**config.mk**
```make
export PLATFORM = sky130hd
export DESIGN_NAME = key_event_decoder
export DESIGN_NICKNAME = d
export VERILOG_FILES = /design/src/rtl/key_event_decoder.sv
export SDC_FILE = /design/constraint.sdc
export NUM_CORES = 1
export LEC_CHECK = 0
export CORE_MARGIN = 2
export CORE_UTILIZATION = 50
export DETAILED_ROUTE_END_ITERATION = 8
export PLACE_DENSITY = 0.67
export SLEW_MARGIN = 20
export SYNTH_ARGS = -nofsm -noshare
export SYNTH_HDL_FRONTEND = slang
export SYNTH_SLANG_ARGS = --single-unit
```
**constraint.sdc**
```tcl
create_clock -name clk4m -period 3.45 [get_ports clk4m]
set_input_delay 1.035 -clock clk4m [delete_from_list [all_inputs] [get_ports clk4m]]
set_output_delay 1.035 -clock clk4m [all_outputs]
set_load 0.005 [all_outputs]
```
**src/rtl/key_event_decoder.sv**
```systemverilog
// Classifies debounced key presses into click, double-click and long-press
// pulses, plus a registered held level.
module key_event_decoder #(
  parameter int CNT_W    = 22,
  parameter int LONG_CYC = 4000000,
  parameter int GAP_CYC  = 1200000
) (
  input  logic clk4m,
  input  logic rst,
  input  logic key_deb,
  output logic held_o,
  output logic click_o,
  output logic dbl_o,
  output logic long_o
);

  typedef enum logic [2:0] {
    S_IDLE,
    S_PRESS1,
    S_GAP,
    S_PRESS2,
    S_LONG
  } state_t;

  localparam logic [CNT_W-1:0] LONG_TC = CNT_W'(LONG_CYC - 1);
  localparam logic [CNT_W-1:0] GAP_TC  = CNT_W'(GAP_CYC - 1);
  localparam logic [CNT_W-1:0] CNT_MAX = '1;
  localparam logic [CNT_W-1:0] CNT_ONE = CNT_W'(1);

  state_t           r_state;
  state_t           w_state_nxt;
  logic [CNT_W-1:0] r_cnt;
  logic [CNT_W-1:0] w_cnt_nxt;
  logic [CNT_W-1:0] w_cnt_inc;
  logic             r_key_q;
  logic             r_armed;
  logic             r_click;
  logic             r_dbl;
  logic             r_long;

  logic w_rise;
  logic w_fall;
  logic w_long_tc;
  logic w_gap_tc;
  logic w_click_nxt;
  logic w_dbl_nxt;
  logic w_long_nxt;

  // The first edge after reset only captures the level, so no edge is seen
  assign w_rise    = r_armed &  key_deb & ~r_key_q;
  assign w_fall    = r_armed & ~key_deb &  r_key_q;
  assign w_long_tc = (r_cnt == LONG_TC);
  assign w_gap_tc  = (r_cnt == GAP_TC);
  assign w_cnt_inc = (r_cnt == CNT_MAX) ? r_cnt : r_cnt + CNT_ONE;

  always_ff @(posedge clk4m) begin
    if (rst) begin
      r_state <= S_IDLE;
      r_cnt   <= '0;
      r_key_q <= 1'b0;
      r_armed <= 1'b0;
      r_click <= 1'b0;
      r_dbl   <= 1'b0;
      r_long  <= 1'b0;
    end else begin
      r_state <= w_state_nxt;
      r_cnt   <= w_cnt_nxt;
      r_key_q <= key_deb;
      r_armed <= 1'b1;
      r_click <= w_click_nxt;
      r_dbl   <= w_dbl_nxt;
      r_long  <= w_long_nxt;
    end
  end

  always_comb begin
    w_state_nxt = r_state;
    w_cnt_nxt   = r_cnt;
    if (r_armed) begin
      unique case (r_state)
        S_IDLE: begin
          if (w_rise) begin
            w_state_nxt = S_PRESS1;
            w_cnt_nxt   = CNT_ONE;
          end
        end
        S_PRESS1: begin
          if (w_fall) begin
            w_state_nxt = S_GAP;
            w_cnt_nxt   = CNT_ONE;
          end else if (w_long_tc) begin
            w_state_nxt = S_LONG;
          end else begin
            w_cnt_nxt   = w_cnt_inc;
          end
        end
        S_GAP: begin
          if (w_rise) begin
            w_state_nxt = S_PRESS2;
            w_cnt_nxt   = CNT_ONE;
          end else if (w_gap_tc) begin
            w_state_nxt = S_IDLE;
          end else begin
            w_cnt_nxt   = w_cnt_inc;
          end
        end
        S_PRESS2: begin
          if (w_fall) begin
            w_state_nxt = S_IDLE;
          end else if (w_long_tc) begin
            w_state_nxt = S_LONG;
          end else begin
            w_cnt_nxt   = w_cnt_inc;
          end
        end
        S_LONG: begin
          if (w_fall) begin
            w_state_nxt = S_IDLE;
          end
        end
        default: begin
          w_state_nxt = S_IDLE;
          w_cnt_nxt   = '0;
        end
      endcase
    end
  end

  // Edges take priority over terminal counts when both land together
  always_comb begin
    w_click_nxt = 1'b0;
    w_dbl_nxt   = 1'b0;
    w_long_nxt  = 1'b0;
    if (r_armed) begin
      unique case (1'b1)
        (r_state == S_GAP): begin
          w_click_nxt = ~w_rise & w_gap_tc;
        end
        (r_state == S_PRESS1): begin
          w_long_nxt  = ~w_fall & w_long_tc;
        end
        (r_state == S_PRESS2): begin
          w_dbl_nxt   = w_fall;
          w_long_nxt  = ~w_fall & w_long_tc;
        end
        default: begin
          w_click_nxt = 1'b0;
        end
      endcase
    end
  end

  assign held_o  = r_key_q;
  assign click_o = r_click;
  assign dbl_o   = r_dbl;
  assign long_o  = r_long;

endmodule

```
# Word level (Yosys, flattened, before mapping)
# Index checks and enable logic that the tools add are counted.
# W data, S select, Z words.
# op_classes
addsub,1
n_eq_ne,12
muxes,17
bitwise,15
reduce_logical,7
# ops
op,n
$mux W22,7
$pmux W22 S5,1
$eq A22 B22 Y1 const B,2
$add A22 B1 Y22 const B,1
$eq A22 B21 Y1 const B,1
$mux W3,7
$pmux W3 S5,1
$not A1 Y1,9
$reduce_or A3 Y1,3
$and A1 B1 Y1,6
$eq A3 B2 Y1 const B,2
$ne A2 B2 Y1 const B,3
$ne A3 B3 Y1 const B,2
$reduce_and A5 Y1,1
$reduce_and A4 Y1,1
$eq A3 B1 Y1 const B,1
$eq A3 B3 Y1 const B,1
$logic_not A3 Y1,1
$reduce_or A2 Y1,1
$mux W1,1
# word_totals
reg_bits,30
in_bits,3
out_inout_bits,4
word_cells,59

# Logic depth before layout (Yosys ltp)
# depth
ltp_word,5
mapped_depth,9
depth_no_buf,7

# Least setup slack after synthesis
# No wires, ideal clock.
# synth_timing
path_type,input port to flip-flop
startpoint,input key_deb
endpoint,register r_cnt[18]
setup_time_ns,0.074
arrival_time_ns,2.778
t_required_ns,3.376
slack_ns,0.598
stages,7
path_buffers,1
path_cell_list,nor4bb_1 or4_1 buf_2 a31o_4 or3_1 or3_1 a31oi_1
# synth_via
elab_chain_len,5
elab_cells_between_ends,12
cone_classes,eq/ne: 3; mux: 3; bitwise: 5; reduce/logical: 1
# synth_rtl
element,line_no,source
from (decl),10,"input logic key_deb,"
$not A1 Y1,51,assign w_fall = r_armed & ~key_deb & r_key_q;
$and A1 B1 Y1 (2 in a row),51,
$mux W22 or $ne A2 B2 Y1 (tied branches),-,
$pmux W22 S5 or $reduce_and A5 Y1 (tied branches),-,
to (signal assigned),67,r_cnt <= w_cnt_nxt;
to (decl),32,logic [CNT_W-1:0] r_cnt;
# Parallel ways exist; a longest one is shown, timed or not.
# A chain may end at the register's enable or synchronous reset.

# Final worst setup path
# Ends and elaborated chain as after synthesis.

==> results.py <==
metrics = {
    "clock_network": {
        "clk_root_buffer_cell": "clkbuf_8",
        "postCtsSetupBuffers": 0,
        "cts-buffers-inserted": 5,
        "clk_latency_ps": 290,
        "cts-resized-gates": 0,
        "tritoncts": "built",
        "cts_sinks": 30,
        "h-tree-depth": 2,
        "clk_pin_slew_worst_paths_ps": 60,
        "clk_path_buf_depth": 2,
        "cts_hold_repair.buffers": 0,
    },
    "floorplan": {
        "ios": 7,
        "placeable_core_region_mm2": 0.00363,
        "dieHeight_um": 65.2,
        "floorplan.die.width_um": 65.2,
        "rows": 22,
        "start_util_pct": 51.5,
        "overall_die_area_mm2": 0.00425,
    },
    "critical_path": {
        "worst_ep_required_time_ps": 3660,
        "setup.worst_path.start_class": "input pin",
        "crit_path_end_kind": "register",
        "worst_ep_arrival_time_ps": 3310,
        "worst_path_dominant_cell_family": "simple AND/OR/NAND/NOR gates",
        "crit-reg2reg-launch": "r_cnt[0]$_SDFFE_PP0P_",
        "worst-path-max-fanout": 5,
        "setup.worst_path.class": "input pin to register",
        "delay_of_the_slowest_cell_on_the_worst_path_ps": 540,
        "critical_path.most_common_cell": "or3_1",
        "crit_slowest_cell": "or4_1",
        "critPathBufInv": 1,
        "cp_cell_sequence": "clkdlybuf4s50_1 -> nor4bb_1 -> or4_1 -> a31o_4 -> or3_1 -> or3_1 -> a31oi_1",
        "setup.worst_path.start": "key_deb",
    },
    "power": {
        "share_clk_of_total_power_pct": 38.9,
        "cellPowerDensity_mw_per_mm2": 333,
        "switching_power_summed_over_all_nets_uw": 184,
        "internal-power_uw": 514,
        "leakagePower_uw": 0.000664,
        "share_comb_of_total_power_pct": 10.0,
        "power.ir.vdd_worst_v": 0.000181,
        "seq_power_share_pct": 51.1,
        "swShare_pct": 26.3,
    },
    "sta": {
        "layout_worst_path_cycle_share_pct": 89.9,
        "skew_ps": 7.47,
        "maxClockFrequency_mhz": 323,
        "tightest_slew_ps": 664,
        "final_hold_viol_count": 0,
        "timing.final.setup_violations": 0,
        "finalSetupTns_ps": 0,
        "timing_max_transition_violations_final": 0,
        "relSlewSlack_pct": 55.4,
        "setup_repair_after_global_routing_missed_its_margin": "false",
        "finalCriticalPeriod_ps": 3100,
    },
    "layout": {
        "diodes": 0,
        "multi_input_comb_area_mm2": 0.00120,
        "nets": 262,
        "final_cell_area_mm2": 0.00209,
        "area.sequential_um2": 601,
        "layout-area-overhead-vs-synth_pct": 11.9,
        "filler_cell_count": 353,
        "post_route_cells_drive_above_1_share_pct": 9.69,
    },
    "drt": {
        "detail_route.first_pass.iterations": 5,
        "detail-route-antenna-nets": 0,
        "detailed_router_s_first_iteration_violation_count": 321,
        "route.final.wire_length_um": 5120,
        "total_number_of_vias": 2018,
        "avgRoutedWirePerCell_um": 16.7,
        "route.detailed.drc": 0,
        "vias_per_cell": 6.59,
    },
    "synth": {
        "ys_async_sr_fraction_pct": 0,
        "synth_largest_area_cell": "dfxtp_1",
        "ys_seq_area_share_pct": 32.1,
        "netlist_top_cells_area": "dfxtp_1, a21oi_1, nand2_1",
        "post_synth_instance_area_mm2": 0.00187,
        "yosys_warnings": 0,
        "ys_seq_elements": 30,
        "synthesis.nets": 251,
        "area_share_of_the_leading_cell_type_in_the_synthesized_netlist_pct": 32.1,
        "synth_flop_cell": "dfxtp_1",
        "syn_area_per_cell_um2": 7.58,
        "edff_count_synth": 0,
        "syn-instance-count": 247,
        "ys_types": 54,
    },
    "worst_hold_path": {
        "worstHoldPathType": "register to register",
        "worst_hold_startpoint": "r_cnt[2]$_SDFFE_PP0P_",
    },
    "placed_design": {
        "finalWeightedCongestion": 0.914,
        "dpl-instance-area_mm2": 0.00202,
        "detailed_place_hpwl_um": 3720,
        "port_buffers": 6,
    },
    "global_routing": {
        "largest_net_degree_at_the_start_of_global_routing": 19,
        "grt_pass1_wl_um": 8700,
        "gr-max-usage-layer": "met2",
        "antenna_violations_before_repair": 0,
        "grt_remaining_overflow": 0,
        "groute.layer.met2.usage_pct": 41.5,
        "grt_use_met1_pct": 35.0,
        "global_route.usage.total_pct": 26.6,
        "met3_usage_pct": 6.51,
        "first_global_vias": 1853,
    },
    "status": {
        "run_status": "finished, final reports clean",
    },
    "job": {
        "max-cap-violations": 0,
    },
}
==> power groups by stage <==
| stage | logic [µW] | registers [µW] | clock network, µW |
|---|---|---|---|
| 6_report | 70.1 | 356 | 271 |
| 4_1_cts | 68.9 | 356 | 277 |
| 3_3_place_gp | 69.3 | 364 | 0 |
| 5_1_grt | 78.3 | 357 | 292 |
| 2_1_floorplan | 47.5 | 360 | 0 |
| 3_5_place_dp | 68.7 | 364 | 0 |
==> layer usage <==
metal | vias up | part of all wire [%]
met4 | 0 | 1.3
met2 | 95 | 46
met1 | 935 | 45
met5 | - | 0
met3 | 8 | 7.8
li1 | 980 | -
==> cell families (layout without fill, tap and decap cells) <==
| logic type | count (synthesis) | in the layout | synth area share, % |
|---|---|---|---|
| AND/OR/NAND/NOR | 124 | 124 | 37.6 |
| AO/OA/AOI/OAI | 73 | 73 | 24.8 |
| flip-flops | 30 | 30 | 32.1 |
| buffers and inverters | 17 | 28 | 3.74 |
| multiplexers | 2 | 2 | 1.14 |
| adder cells (fa/ha/maj) | 1 | 1 | 0.668 |
==> sequential cells by signal, summed over array words and instances, names as in the netlist <==
| signal | cells |
|---|---|
| click_o | 1 |
| dbl_o | 1 |
| held_o | 1 |
| long_o | 1 |
| r_armed | 1 |
| r_cnt | 22 |
| r_state | 3 |
==> path summary, 6_finish.rpt <==
path	endpoint	slack, ps	cells after the start
worst min-delay path	r_cnt[2]$_SDFFE_PP0P_	520	1
worst max-delay path	r_cnt[18]$_SDFFE_PP0P_	350	7
worst max register to register	r_cnt[18]$_SDFFE_PP0P_	660	7
worst min register to register	r_cnt[2]$_SDFFE_PP0P_	520	1
==> Yosys cell counts, types with 6 or more instances <==
| library cell | n |
|---|---|
| a21oi_1 | 23 |
| a31oi_1 | 13 |
| and3_1 | 6 |
| clkbuf_1 | 9 |
| dfxtp_1 | 30 |
| nand2_1 | 27 |
| nand3_1 | 14 |
| nand4_1 | 12 |
| nor2_1 | 16 |
| nor3_1 | 11 |
| o21ai_0 | 15 |
| or3_1 | 6 |
==> final cells by class <==
class / instances / area share (%)
multi-input combinational: 200 / 57.3
clock buffer: 5 / 3.29
clock inverter: 2 / 0.478
tap: 48 / 2.87
sequential: 30 / 28.7
inverter: 5 / 0.896
timing repair buffer: 16 / 6.45
==> cells in the final DEF, fill, tap and decap left out, drive strengths merged, types with 2 or more instances in the layout <==
master / instances
nand4: 12
inv: 4
nand2: 27
and2: 2
a31o: 2
a21oi: 23
nor4bb: 4
nor2b: 4
dfxtp: 30
o22ai: 2
buf: 10
clkinv: 3
nand3: 14
o311ai: 2
or4: 4
and3: 6
nor4b: 3
or3: 6
nor3: 11
nor2: 16
a31oi: 13
o211ai: 4
clkdlybuf4s50: 6
or2: 2
o21ai: 17
and4: 3
clkbuf: 5
nor4: 3
==> per-stage QoR <==
stage	utilization, %	power, µW	std cells	hold slack (ps)	setup slack (ps)
after CTS	57.6	702	306	515	363
after global placement	55.5	433	299	495	132
after floorplan	-	408	247	460	598
final	57.6	698	306	515	350
after detailed placement	55.5	433	299	501	73.5
after global routing	57.6	727	306	532	272
Power figures use the tool's default switching activity.
